==> config.mk <==
export PLATFORM = sky130hd
export DESIGN_NAME = seg7_digit_monitor
export DESIGN_NICKNAME = d
export VERILOG_FILES = /design/src/rtl/seg7_digit_monitor.sv
export SDC_FILE = /design/constraint.sdc
export NUM_CORES = 1
export LEC_CHECK = 0
export CAP_MARGIN = 0
export CORE_ASPECT_RATIO = 1.75
export CORE_UTILIZATION = 25
export DETAILED_ROUTE_END_ITERATION = 8
export GPL_TIMING_DRIVEN = 0
export PLACE_DENSITY_LB_ADDON = 0.25
export RECOVER_POWER = 100
export SLEW_MARGIN = 40
export SYNTH_ARGS = -nofsm -noshare
export SYNTH_HDL_FRONTEND = slang
export SYNTH_SLANG_ARGS = --single-unit
==> constraint.sdc <==
create_clock -name CLOCK_50 -period 2.89 [get_ports CLOCK_50]
set_input_delay 0.7225 -clock CLOCK_50 [delete_from_list [all_inputs] [get_ports CLOCK_50]]
set_output_delay 0.7225 -clock CLOCK_50 [all_outputs]
set_load 0.01 [all_outputs]
==> src/rtl/seg7_digit_monitor.sv <==
// Receive-side checker for an active-low 7-segment digit bus: debounces, decodes and verifies a +1 mod 10 sequence.
// Define SEG7_MON_ALT_GLYPH_EN to also accept the alternate 6/7/9 glyphs.
module seg7_digit_monitor #(
    parameter int STABLE_CYCLES = 4,
    parameter int PERIOD_W      = 26,
    parameter int ERR_W         = 8
) (
    input  logic                CLOCK_50,
    input  logic                reset,
    input  logic [6:0]          seg_in,
    output logic [3:0]          digit,
    output logic                digit_valid,
    output logic                digit_strobe,
    output logic                seq_error,
    output logic                illegal,
    output logic [ERR_W-1:0]    err_count,
    output logic [PERIOD_W-1:0] period,
    output logic                period_valid
);

    typedef enum logic {INIT, TRACK} state_t;

    localparam logic [7:0] STABLE = 8'(STABLE_CYCLES);
    localparam logic [6:0] BLANK  = 7'b1111111;

    state_t              state_q, state_d;
    logic [6:0]          cand_q, cand_d, last_q, last_d;
    logic [7:0]          cnt_q, cnt_d;
    logic [3:0]          ref_q, ref_d, digit_q, digit_d;
    logic                digit_valid_q, digit_valid_d, strobe_q, strobe_d;
    logic                seq_error_q, seq_error_d, illegal_q, illegal_d;
    logic [ERR_W-1:0]    err_q, err_d;
    logic [PERIOD_W-1:0] pcnt_q, pcnt_d, period_q, period_d;
    logic                period_valid_q, period_valid_d;

    logic                accept, dec_legal;
    logic [3:0]          dec_val;
    logic [6:0]          ag;

    // Bus bit 0 is segment a; flip so case labels read left-to-right as a..g.
    function automatic logic [6:0] to_ag(input logic [6:0] s);
        logic [6:0] r;
        for (int i = 0; i < 7; i++) r[6-i] = s[i];
        return r;
    endfunction

    always_comb begin
        cand_d = cand_q;
        cnt_d  = cnt_q;
        if (seg_in != cand_q) begin
            cand_d = seg_in;
            cnt_d  = 8'(1);
        end else if (cnt_q != STABLE) begin
            cnt_d = cnt_q + 8'(1);
        end
        accept = (cnt_d == STABLE) && (cand_d != last_q);
    end

    always_comb begin
        ag        = to_ag(cand_d);
        dec_legal = 1'b1;
        dec_val   = 4'd0;
        case (ag)
            7'b0000001: dec_val = 4'd0;
            7'b1001111: dec_val = 4'd1;
            7'b0010010: dec_val = 4'd2;
            7'b0000110: dec_val = 4'd3;
            7'b1001100: dec_val = 4'd4;
            7'b0100100: dec_val = 4'd5;
            7'b0100000: dec_val = 4'd6;
            7'b0001111: dec_val = 4'd7;
            7'b0000000: dec_val = 4'd8;
            7'b0000100: dec_val = 4'd9;
`ifdef SEG7_MON_ALT_GLYPH_EN
            7'b1100000: dec_val = 4'd6;
            7'b0001101: dec_val = 4'd7;
            7'b0001100: dec_val = 4'd9;
`endif
            default:    dec_legal = 1'b0;
        endcase
    end

    always_comb begin
        state_d        = state_q;
        last_d         = last_q;
        ref_d          = ref_q;
        digit_d        = digit_q;
        digit_valid_d  = digit_valid_q;
        strobe_d       = 1'b0;
        seq_error_d    = 1'b0;
        illegal_d      = 1'b0;
        err_d          = err_q;
        period_d       = period_q;
        period_valid_d = period_valid_q;
        pcnt_d         = (&pcnt_q) ? pcnt_q : pcnt_q + PERIOD_W'(1);
        if (accept) begin
            last_d   = cand_d;
            strobe_d = 1'b1;
            if (dec_legal) begin
                digit_d       = dec_val;
                digit_valid_d = 1'b1;
                ref_d         = dec_val;
                pcnt_d        = '0;
                state_d       = TRACK;
                if (state_q == TRACK) begin
                    period_d       = (&pcnt_q) ? pcnt_q : pcnt_q + PERIOD_W'(1);
                    period_valid_d = 1'b1;
                    if (dec_val != ((ref_q == 4'd9) ? 4'd0 : ref_q + 4'd1)) begin
                        seq_error_d = 1'b1;
                        err_d       = (&err_q) ? err_q : err_q + ERR_W'(1);
                    end
                end
            end else begin
                // The next legal digit after garbage becomes a fresh reference.
                illegal_d      = 1'b1;
                err_d          = (&err_q) ? err_q : err_q + ERR_W'(1);
                digit_valid_d  = 1'b0;
                period_valid_d = 1'b0;
                state_d        = INIT;
            end
        end
    end

    always_ff @(posedge CLOCK_50) begin
        if (reset) begin
            state_q        <= INIT;
            cand_q         <= BLANK;
            last_q         <= BLANK;
            cnt_q          <= '0;
            ref_q          <= '0;
            digit_q        <= '0;
            digit_valid_q  <= 1'b0;
            strobe_q       <= 1'b0;
            seq_error_q    <= 1'b0;
            illegal_q      <= 1'b0;
            err_q          <= '0;
            pcnt_q         <= '0;
            period_q       <= '0;
            period_valid_q <= 1'b0;
        end else begin
            state_q        <= state_d;
            cand_q         <= cand_d;
            last_q         <= last_d;
            cnt_q          <= cnt_d;
            ref_q          <= ref_d;
            digit_q        <= digit_d;
            digit_valid_q  <= digit_valid_d;
            strobe_q       <= strobe_d;
            seq_error_q    <= seq_error_d;
            illegal_q      <= illegal_d;
            err_q          <= err_d;
            pcnt_q         <= pcnt_d;
            period_q       <= period_d;
            period_valid_q <= period_valid_d;
        end
    end

    assign digit        = digit_q;
    assign digit_valid  = digit_valid_q;
    assign digit_strobe = strobe_q;
    assign seq_error    = seq_error_q;
    assign illegal      = illegal_q;
    assign err_count    = err_q;
    assign period       = period_q;
    assign period_valid = period_valid_q;

endmodule
==> results.toml <==
[routing]
via_per_inst = 4.73
wl_per_cell_um = 14.3
ant_nets = 0
vias = 3792
drt-pass1-iter-count = 6
first_iter_violations = 134
wirelength_um = 11400
drc = 0

[synth]
synth.distinct_cells = 61
syn_area_per_cell_um2 = 8.77
synth-edff-count = 0
synth_area_um2 = 4360
synthFlopType = "dfxtp_1"
synth_nets = 510
synth_seq_cells = 91
synthArstFlopShare_pct = 0
yosysSeqAreaShare_pct = 41.8
yosysWarnings = 0
syn_inst = 497

[cts]
cts_sinks = 91
insertion_delay_ns = 0.34
cts_tree = "done"
clock_tree.buffer_depth = 2
cts_max_level = 3
clock-root-buffer = "clkbuf_16"
numCtsBuffers = 9
clkTransAtPathRegs_ns = 0.07

[hold_path]
worstHoldPathType = "reg -> reg"

[placement]
dpl.hpwl_um = 8500
gp_congestion = 0.775
preCtsSetupSlack_ns = -1.07
dp_cells = 769
portBuffers = 45

[global_routing]
grt_max_degree = 16
grt_pass1_wl_um = 18700
grt_pass1_vias = 3820
grt_overflow = 0
grt_use_total_pct = 13.5
antenna_found_initial = 0

[sta]
max_freq_mhz = 355
finalClockSkew_ns = 0.00681
setup_viol = 0
maxSlewViolCount = 0
hold_viol = 0
finalCritPeriodShare_pct = 97.6
worst_slew_pin_slew_ns = 0.779
relSlewSlack_pct = 47.3
fin_ws_ns = 0.0706
period_minus_slack_ns = 2.82

[final_layout]
drive_gt1_share_pct = 15.0
final_cells = 801
area_growth_pct = 30.3
diodes = 0
nets = 582

[worst_setup_path]
worst-endpoint-arrival_ns = 3.06
critical_path_class = "in -> reg"
worstSetupStartpointType = "input pin"
path_max_fanout = 10
crit_required_ns = 3.13
cp-end-kind = "flop"

[power_and_ir_drop]
p_per_area_nw_per_um2 = 460
p_leak_uw = 0.00204
ir_drop_uv = 294
total_power_uw = 2610

[floorplanning]
die-height_um = 177
core-area_um2 = 17000
die_w_um = 102
start_util_pct = 25.6
rows = 63
top_level_ports = 52
die-area_um2 = 18000

[flow_run]
maxCapViolCount = 0

[status]
outcome = "complete, no violations"
-- flip-flops by register name, summed over array words and instances (netlist names) --
register	count
pcnt_q	26
period	26
cnt_q	8
err_count	8
cand_q	7
last_q	7
digit	4
digit_strobe	1
digit_valid	1
illegal	1
period_valid	1
seq_error	1
-- per-stage QoR --
step | instance area, um2 | TNS (ns) | hold WS, ns | utilization, %
final | 5680 | 0 | 0.480 | 33.3
after global routing | 5680 | -0.0655 | 0.514 | 33.3
after CTS | 5550 | 0 | 0.486 | 32.6
after detailed placement | 5100 | -61.38 | 0.470 | 30.0
after global placement | 5100 | -59.45 | 0.464 | 30.0
after floorplan | 4370 | 0 | 0.456 | -
-- critical path, stage by stage --
cell and delay, ns:
buf_4 0.16, or3b_1 0.43, a2111oi_4 0.39, nor2_1 0.11
o22a_1 0.27, a221oi_4 0.44, buf_6 0.18, nor3_2 0.05
mux2_4 0.29
-- placed cells by master (no fill, tap or decap), types with 7 or more instances in the layout --
cell	Yosys	layout
dfxtp_1	91	90
nor2_1	80	80
dlygate4sd3_1	0	43
nand2_1	26	26
xnor2_1	24	24
xor2_1	22	22
a211oi_1	22	22
inv_1	18	18
buf_4	1	18
nand3_1	17	17
a21oi_1	15	15
clkbuf_1	12	12
nor3_1	9	9
and3_1	9	9
clkbuf_16	0	9
nand4_1	8	8
or3_1	8	8
mux2i_1	9	8
nor2b_1	8	8
buf_6	4	7
or2_2	7	7
-- cells by family (layout without fill, tap and decap cells) --
family	after synthesis	after routing	synth area share [%]
flops	91	91	41.8
fa+ha+maj	4	4	1.15
simple gates	212	212	25.0
compound gates	80	80	13.8
xor+xnor	46	46	9.25
buf+inv	51	128	5.60
mux	13	13	3.36
-- cell usage after synthesis, drive strengths merged, types with 9 or more instances --
library cell | instances | share of area, %
nor3 | 12 | 1.7
a21oi | 15 | 1.7
xor2 | 22 | 4.4
nor2 | 80 | 6.9
a211oi | 23 | 4.1
nand3 | 17 | 2.0
nand2 | 26 | 2.2
or3 | 9 | 1.4
inv | 18 | 1.6
mux2i | 9 | 2.1
xnor2 | 24 | 4.8
dfxtp | 91 | 42
clkbuf | 12 | 1.0
and3 | 9 | 1.3
buf | 21 | 3.0
-- repair_timing --
action / in CTS / in global routing
hold buffers: 0 / 0
buffers inserted: 7 / 9
resized for setup: 21 / 17
endpoints found under the setup margin: 69 / 61
gates cloned: 0 / 1
pin swaps: 6 / 9
-- cell type report --
class | instances | area, um2
buffer | 32 | 203
clock buffer | 11 | 243
clock inverter | 5 | 61.3
fill | 1833 | 11400
inverter | 18 | 67.6
multi-input combinational | 355 | 2420
sequential | 91 | 1820
tap | 227 | 284
timing repair buffer | 62 | 569
-- per-layer routing --
layer	vias to the layer above	track usage [%]	part of all wire, %
met5	-	0	0
met4	0	6.34	2.9
met3	22	2.45	3.0
met2	86	25.8	55
met1	1811	13.7	39
li1	1873	-	-
-- worst paths after layout --
| kind | from | to | slack, ns | cells after the start |
|---|---|---|---|---|
| hold / removal | last_q[3]$_SDFFE_PP1P_ | last_q[3]$_SDFFE_PP1P_ | 0.48 | 2 |
| setup / recovery | seg_in[1] | err_count[5]$_SDFFE_PP0P_ | 0.07 | 9 |
| setup reg to reg | cnt_q[0]$_SDFF_PP0_ | err_count[7]$_SDFFE_PP0P_ | 0.16 | 11 |
| hold reg to reg | last_q[3]$_SDFFE_PP1P_ | last_q[3]$_SDFFE_PP1P_ | 0.48 | 2 |
-- report_power, final --
part	internal (uW)	total, uW	switching, uW
clock	699	1210	514
sequential	1260	1270	6.99
combinational	51.3	128	76.9
Power figures use the tool's default switching activity.
